==> src/rtl/scan_loader.sv <==
// Serial scan-chain loader: shifts configuration words into a scan chain while
// capturing the previous chain contents for readback, one word at a time.
module scan_loader #(
  parameter int WORD_W    = 8,
  parameter int CHAIN_LEN = 64,
  parameter int DIV       = 1
) (
  input  logic              clk,
  input  logic              rst,
  input  logic              start,
  input  logic [WORD_W-1:0] in_data,
  input  logic              in_valid,
  output logic              in_ready,
  output logic              shift_clk,
  output logic              shift_o,
  input  logic              shift_i,
  output logic [WORD_W-1:0] out_data,
  output logic              out_valid,
  output logic              busy,
  output logic              done
);

  localparam int DW = $clog2(DIV + 1);
  localparam int WW = $clog2(WORD_W + 1);
  localparam int BW = $clog2(CHAIN_LEN + 1);

  localparam logic [DW-1:0] DIV_LAST  = DW'(DIV - 1);
  localparam logic [WW-1:0] WBIT_LAST = WW'(WORD_W - 1);
  localparam logic [BW-1:0] BIT_LAST  = BW'(CHAIN_LEN - 1);
  localparam logic [DW-1:0] DIV_ONE   = DW'(1);
  localparam logic [WW-1:0] WBIT_ONE  = WW'(1);
  localparam logic [BW-1:0] BIT_ONE   = BW'(1);

  typedef enum logic [2:0] {
    S_IDLE,
    S_WAIT_WORD,
    S_SHIFT_LO,
    S_SHIFT_HI,
    S_DONE
  } state_t;

  state_t            state;
  logic [DW-1:0]     div_cnt;
  logic [WW-1:0]     wbit_cnt;
  logic [BW-1:0]     bit_cnt;
  logic [WORD_W-1:0] shreg;
  logic [WORD_W-1:0] rdback;

  // The chain head always sees the shift register MSB, straight from a flop.
  assign shift_o = shreg[WORD_W-1];

  always_ff @(posedge clk) begin
    if (rst) begin
      state     <= S_IDLE;
      in_ready  <= 1'b0;
      shift_clk <= 1'b0;
      out_data  <= '0;
      out_valid <= 1'b0;
      busy      <= 1'b0;
      done      <= 1'b0;
      div_cnt   <= '0;
      wbit_cnt  <= '0;
      bit_cnt   <= '0;
      shreg     <= '0;
      rdback    <= '0;
    end else begin
      out_valid <= 1'b0;
      done      <= 1'b0;
      case (state)
        S_IDLE: begin
          if (start) begin
            state    <= S_WAIT_WORD;
            busy     <= 1'b1;
            in_ready <= 1'b1;
            bit_cnt  <= '0;
          end
        end
        S_WAIT_WORD: begin
          if (in_valid) begin
            shreg    <= in_data;
            wbit_cnt <= '0;
            div_cnt  <= '0;
            in_ready <= 1'b0;
            state    <= S_SHIFT_LO;
          end
        end
        S_SHIFT_LO: begin
          if (div_cnt == DIV_LAST) begin
            // Sample the tail before the rising edge moves the chain.
            rdback    <= (rdback << 1) | WORD_W'(shift_i);
            div_cnt   <= '0;
            shift_clk <= 1'b1;
            state     <= S_SHIFT_HI;
          end else begin
            div_cnt <= div_cnt + DIV_ONE;
          end
        end
        S_SHIFT_HI: begin
          if (div_cnt == DIV_LAST) begin
            div_cnt   <= '0;
            shift_clk <= 1'b0;
            shreg     <= shreg << 1;
            bit_cnt   <= bit_cnt + BIT_ONE;
            wbit_cnt  <= wbit_cnt + WBIT_ONE;
            if (wbit_cnt == WBIT_LAST) begin
              out_data  <= rdback;
              out_valid <= 1'b1;
            end
            if (bit_cnt == BIT_LAST) begin
              state <= S_DONE;
              done  <= 1'b1;
            end else if (wbit_cnt == WBIT_LAST) begin
              state    <= S_WAIT_WORD;
              in_ready <= 1'b1;
            end else begin
              state <= S_SHIFT_LO;
            end
          end else begin
            div_cnt <= div_cnt + DIV_ONE;
          end
        end
        S_DONE: begin
          busy  <= 1'b0;
          state <= S_IDLE;
        end
        default: state <= S_IDLE;
      endcase
    end
  end

endmodule

==> config.mk <==
export PLATFORM = sky130hd
export DESIGN_NAME = scan_loader
export DESIGN_NICKNAME = d
export VERILOG_FILES = /design/src/rtl/scan_loader.sv
export SDC_FILE = /design/constraint.sdc
export NUM_CORES = 1
export LEC_CHECK = 0
export CELL_PAD_IN_SITES_DETAIL_PLACEMENT = 1
export CELL_PAD_IN_SITES_GLOBAL_PLACEMENT = 2
export CORE_ASPECT_RATIO = 0.75
export CORE_MARGIN = 2
export CORE_UTILIZATION = 29
export DETAILED_ROUTE_END_ITERATION = 7
export PLACE_DENSITY_LB_ADDON = 0.2
export SETUP_SLACK_MARGIN = 0.4
export SYNTH_ARGS = -nofsm -noshare
export SYNTH_HDL_FRONTEND = slang
export SYNTH_SLANG_ARGS = --single-unit
==> constraint.sdc <==
create_clock -name clk -period 1.35 [get_ports clk]
set_input_delay 0.405 -clock clk [delete_from_list [all_inputs] [get_ports clk]]
set_output_delay 0.405 -clock clk [all_outputs]
set_load 0.01 [all_outputs]
== Word-level counts from Yosys, hierarchy flattened ==
Cells that the tools add are included.
Word-level totals
  register bits after elaboration: 44
  input bits: 13
  output and inout port bits: 14
  word-level logic and storage cells: 78
Cells by class
  $add $sub $neg: 3
  equality and inequality tests: 12
  mux-type cells: 30
  bitwise gates (word level): 3
  reduce and logical (&&, ||, !) cells: 18
Operators by type and width (count)
  2-to-1 mux 8 bit: 2
  one-hot mux 8 bit (2 select lines): 1
  2-to-1 mux 3 bit: 5
  2-to-1 mux 7 bit: 2
  one-hot mux 7 bit (2 select lines): 1
  inequality test 2 bit (second input constant): 6
  one-hot mux 3 bit (4 select lines): 1
  AND reduction 3 bit: 4
  2-to-1 mux 1 bit: 10
  nonzero test 2 bit: 5
  2-to-1 mux 4 bit: 2
  bitwise OR 8 x 1 -> 8 bit: 1
  one-hot mux 4 bit (2 select lines): 1
  adder 7 x 1 -> 7 bit (second input constant): 1
  equality test 7 x 6 -> 1 bit (second input constant): 1
  equality test 3 x 2 -> 1 bit (second input constant): 2
  one-hot mux 1 bit (2 select lines): 3
  AND reduction 2 bit: 3
  AND reduction 6 bit: 1
  adder 4 x 1 -> 4 bit (second input constant): 1
  equality test 4 x 3 -> 1 bit (second input constant): 1
  AND reduction 4 bit: 1
  equality test 3 x 1 -> 1 bit (second input constant): 1
  equality test 3 bit (second input constant): 1
  8 further kinds: 9

== Logic depth before layout (Yosys ltp) ==
  depth in word-level cells: 5
  depth in mapped cells: 7
  depth with buffers taken out: 5

== Worst setup path after synthesis ==
No wires, ideal clock.
  kind: flip-flop to flip-flop
  from: reg bit_cnt[0]
  to: reg in_ready
  library setup time: 119 ps
  data arrival time: 1270 ps
  path slack: -39 ps
  cell stages (with the launch flop): 5
  path buffers: 0
  path through: dfxtp_1 ha_1 nand3_1 or3_1 o221a_2
On the way
  cells in the longest elaborated chain, start to end: 3
Ends and longest elaborated chain
  start, declared: RTL line 45  | logic [BW-1:0] bit_cnt;
  start signal, assigned: RTL line 103  | bit_cnt <= bit_cnt + BIT_ONE;
  equality test 7 x 6 -> 1 bit: RTL line 109  | if (bit_cnt == BIT_LAST) begin
  inequality test 2 bit (no line)
  AND reduction 6 bit (no line)
  end signal, assigned: RTL line 74  | in_ready <= 1'b1;
  end signal, assigned: RTL line 83  | in_ready <= 1'b0;
  end signal, assigned: RTL line 114  | in_ready <= 1'b1;
  end, declared: RTL line 13  | output logic in_ready,
Every way passes these cells.
A chain may end at the register's enable or synchronous reset.

== Worst setup path after layout ==
  from: reg bit_cnt[1]
  to: reg in_ready
The elaborated chain is that of the path after synthesis.

==> results <==
## per-layer routing
metal	vias to the layer above	GRT usage, %
met5	-	0
met4	0	7.57
met2	27	33.3
met1	879	21.3
li1	861	-
met3	15	3.95
## layout by cell type, fill, tap and decap left out, types with 3 or more instances in the layout
master           netlist  final
nand2_2                0      9
a311oi_2               0      6
a21oi_1               12      6
dfxtp_1               43     23
a311oi_1               9      3
nor2_1                38     33
nor2_4                 0      3
clkbuf_8               0      5
clkdlybuf4s50_1        0      9
mux2i_1               17     16
nor2_2                 0      3
nor3_1                 9      4
buf_4                  4     36
nor3_2                 0      4
a21oi_2                0      6
dfxtp_2                0     18
nand3b_1               3      3
nand2_1               17      7
buf_6                  2     32
## timing repair
item / CTS / global route
pin swaps: 22 / 18
endpoints found under the hold margin: 0 / 0
cloned: 4 / 0
resized for setup: 151 / 20
buffers inserted: 18 / 8
hold buffers: 0 / 0
endpoints found under the setup margin: 57 / 57
## flip-flops by register name, summed over array words and instances (netlist names)
signal	count
out_data	8
rdback	8
shreg	8
bit_cnt	7
wbit_cnt	4
state	3
busy	1
done	1
in_ready	1
out_valid	1
shift_clk	1
## final cells by class
cell class,count,area (um^2)
tap,78,97.6
fill,648,2810
timing repair buffer,86,846
inverter,2,15.0
multi-input combinational,141,1150
clock buffer,6,72.6
sequential,43,891
clock inverter,1,30.0
## cells in the mapped netlist, drive strengths merged
cell type | instances | area [um^2]
o221a | 1 | 11.3
nand3 | 2 | 10.0
nand4 | 2 | 12.5
nor2 | 39 | 163
ha | 2 | 25.0
a21oi | 12 | 60.1
o21ai | 4 | 20.0
nand2 | 17 | 63.8
and3b | 1 | 8.76
dfxtp | 43 | 861
a21o | 1 | 7.51
mux2i | 17 | 170
a211oi | 3 | 22.5
and3 | 1 | 6.26
nor3 | 10 | 61.3
nor2b | 1 | 8.76
a22oi | 2 | 15.0
xnor2 | 1 | 8.76
nor4b | 2 | 23.8
o21a | 1 | 8.76
a31oi | 3 | 18.8
buf | 9 | 66.3
nand2b | 2 | 12.5
inv | 2 | 10.0
nand3b | 3 | 22.5
or2 | 1 | 6.26
o31a | 1 | 8.76
a311oi | 9 | 78.8
or3 | 1 | 6.26
clkbuf | 4 | 15.0
## final timing paths
kind	end	slack, ns	cells past startpoint
min reg2reg	shreg[5]	0.48	2
max reg2reg	in_ready	-0.01	4
max	in_ready	-0.01	4
min	shreg[5]	0.48	2
## per-stage QoR
| stage | cell area (um^2) | setup TNS, ns |
|---|---|---|
| detailed placement | 2390 | -7.10 |
| global route | 3100 | -0.631 |
| floorplan | 1890 | 0 |
| CTS | 2960 | -0.00451 |
| finish | 3100 | -0.0268 |
| global placement | 2390 | -5.84 |
## tightest hold or removal path, stage by stage, from the launching register on
cell and delay (ns):
dfxtp_1 0.33, nand2_2 0.05, a311oi_1 0.07
## cell families after synthesis
family / count (synthesis) / synth area share (%)
AO/OA/AOI/OAI: 37 / 13.9
XOR/XNOR: 1 / 0.483
adder cells (fa/ha/maj): 2 / 1.38
buffers and inverters: 15 / 5.04
flip-flops: 43 / 47.5
multiplexers: 17 / 9.39
AND/OR/NAND/NOR: 82 / 22.4
## report_power, final
group,internal [mW],switching (mW)
registers,1.33,0.0560
clock network,0.543,0.435
logic,0.417,0.363
total,2.29,0.855
==> results.txt <==
Die Area: 6910 um^2
Max_slew headroom: 80.8%
Dpl hpwl: 3660 um
Min Clock Period, post-route: 1.36 ns
Post-synthesis register bit count: 43
I/O Pins: 27
Min-delay worst type: reg -> reg
Root buf cell: clkbuf_8
Placed insts: 320
WP data required: 1.54 ns
# nets final: 294
Drt initial violations: 64
Die X-Extent: 95.3 um
TritonCTS buffer count: 5
WL met3: 170 um
Clk slew on worst S/H paths: 0.09 ns
Buf+Inv Stages, Crit Path: 0
Synthesized area: 1810 um^2
YS warnings: 0
Cells after Synth: 197
Initial core utilization: 30.6%
Slew @ Worst Pin: 0.288 ns
Crit share post-route: 101%
Leak pwr: 1.22 nW
CTS H-tree depth: 2
Max VDD drop: 0.000481 V
Finished Layout Cells: 357
Via count: 1782
Clock latency on the worst-skew pair: 0.29 ns
Total power: 3.14 mW
Row cnt: 24
Worst Setup SP: bit_cnt[1]
Wl on met1: 2590 um
Critical R2R Launch: bit_cnt[1]
First-pass GRT wire length: 9690 um
Core area: 5920 um^2
Final hold slack: 0.475 ns
# setup viols final: 3
Largest net degree at the start of global routing: 13
Clk sink count: 43
Slowest stage cell on the critical path: or3_4
Slew Viols, Final: 0
DRC: 0
Max Root-Sink Buffers: 2
CP peak stage delay: 0.45 ns
Status: finished, violations left
Final worst slack: -0.0141 ns
Layout Skew: 0.0117 ns
Remaining antenna violation count after routing: 0
Startpoint types: flop
Post-layout util: 52.4%
Initial antenna violation count: 0
Vias in the first global route: 1953
Synth Area per Inst: 9.20 um^2
Top Layer Used: met4
# port buffers: 26
N_diodes: 0
Critical Path End Type: flop
Pre-antenna DRT Iters: 4
Chip Height: 72.5 um
Maxcap violations: 0
Total gr overflow: 0
Final RePlAce weighted congestion: 0.772
Count of cell types in the netlist: 38
Seq/Total Area, Yosys: 47.5%
Final wirelength: 6040 um
Unrepaired setup endpoints after global routing: true
Cells along the critical path: ha_4 -> nand3_4 -> or3_4 -> o221a_4
DP Worst Slack: -0.413 ns
Tot GR Track Use: 18.5%
Critical Path AT: 1.55 ns
Share of layout cells above drive strength 1: 55.9%
Syn Nets: 212
Critical Path Fanout Max: 5
Worst hold start: shreg[4]
Top Family by Delay on Critical Path: simple AND/OR/NAND/NOR gates
Area delta synth->final: 71.1%
Routed wl met2: 3130 um
Drt wl/cell: 16.9 um
Crit Path Category: reg -> reg
Failing checks: negative setup slack
Fmax: 733 MHz
P per Cell Area: 1010 nW/um^2
CTS tree: yes
Number of vias per cell: 4.99
Final hold violation count: 0
Power figures use the tool's default switching activity.
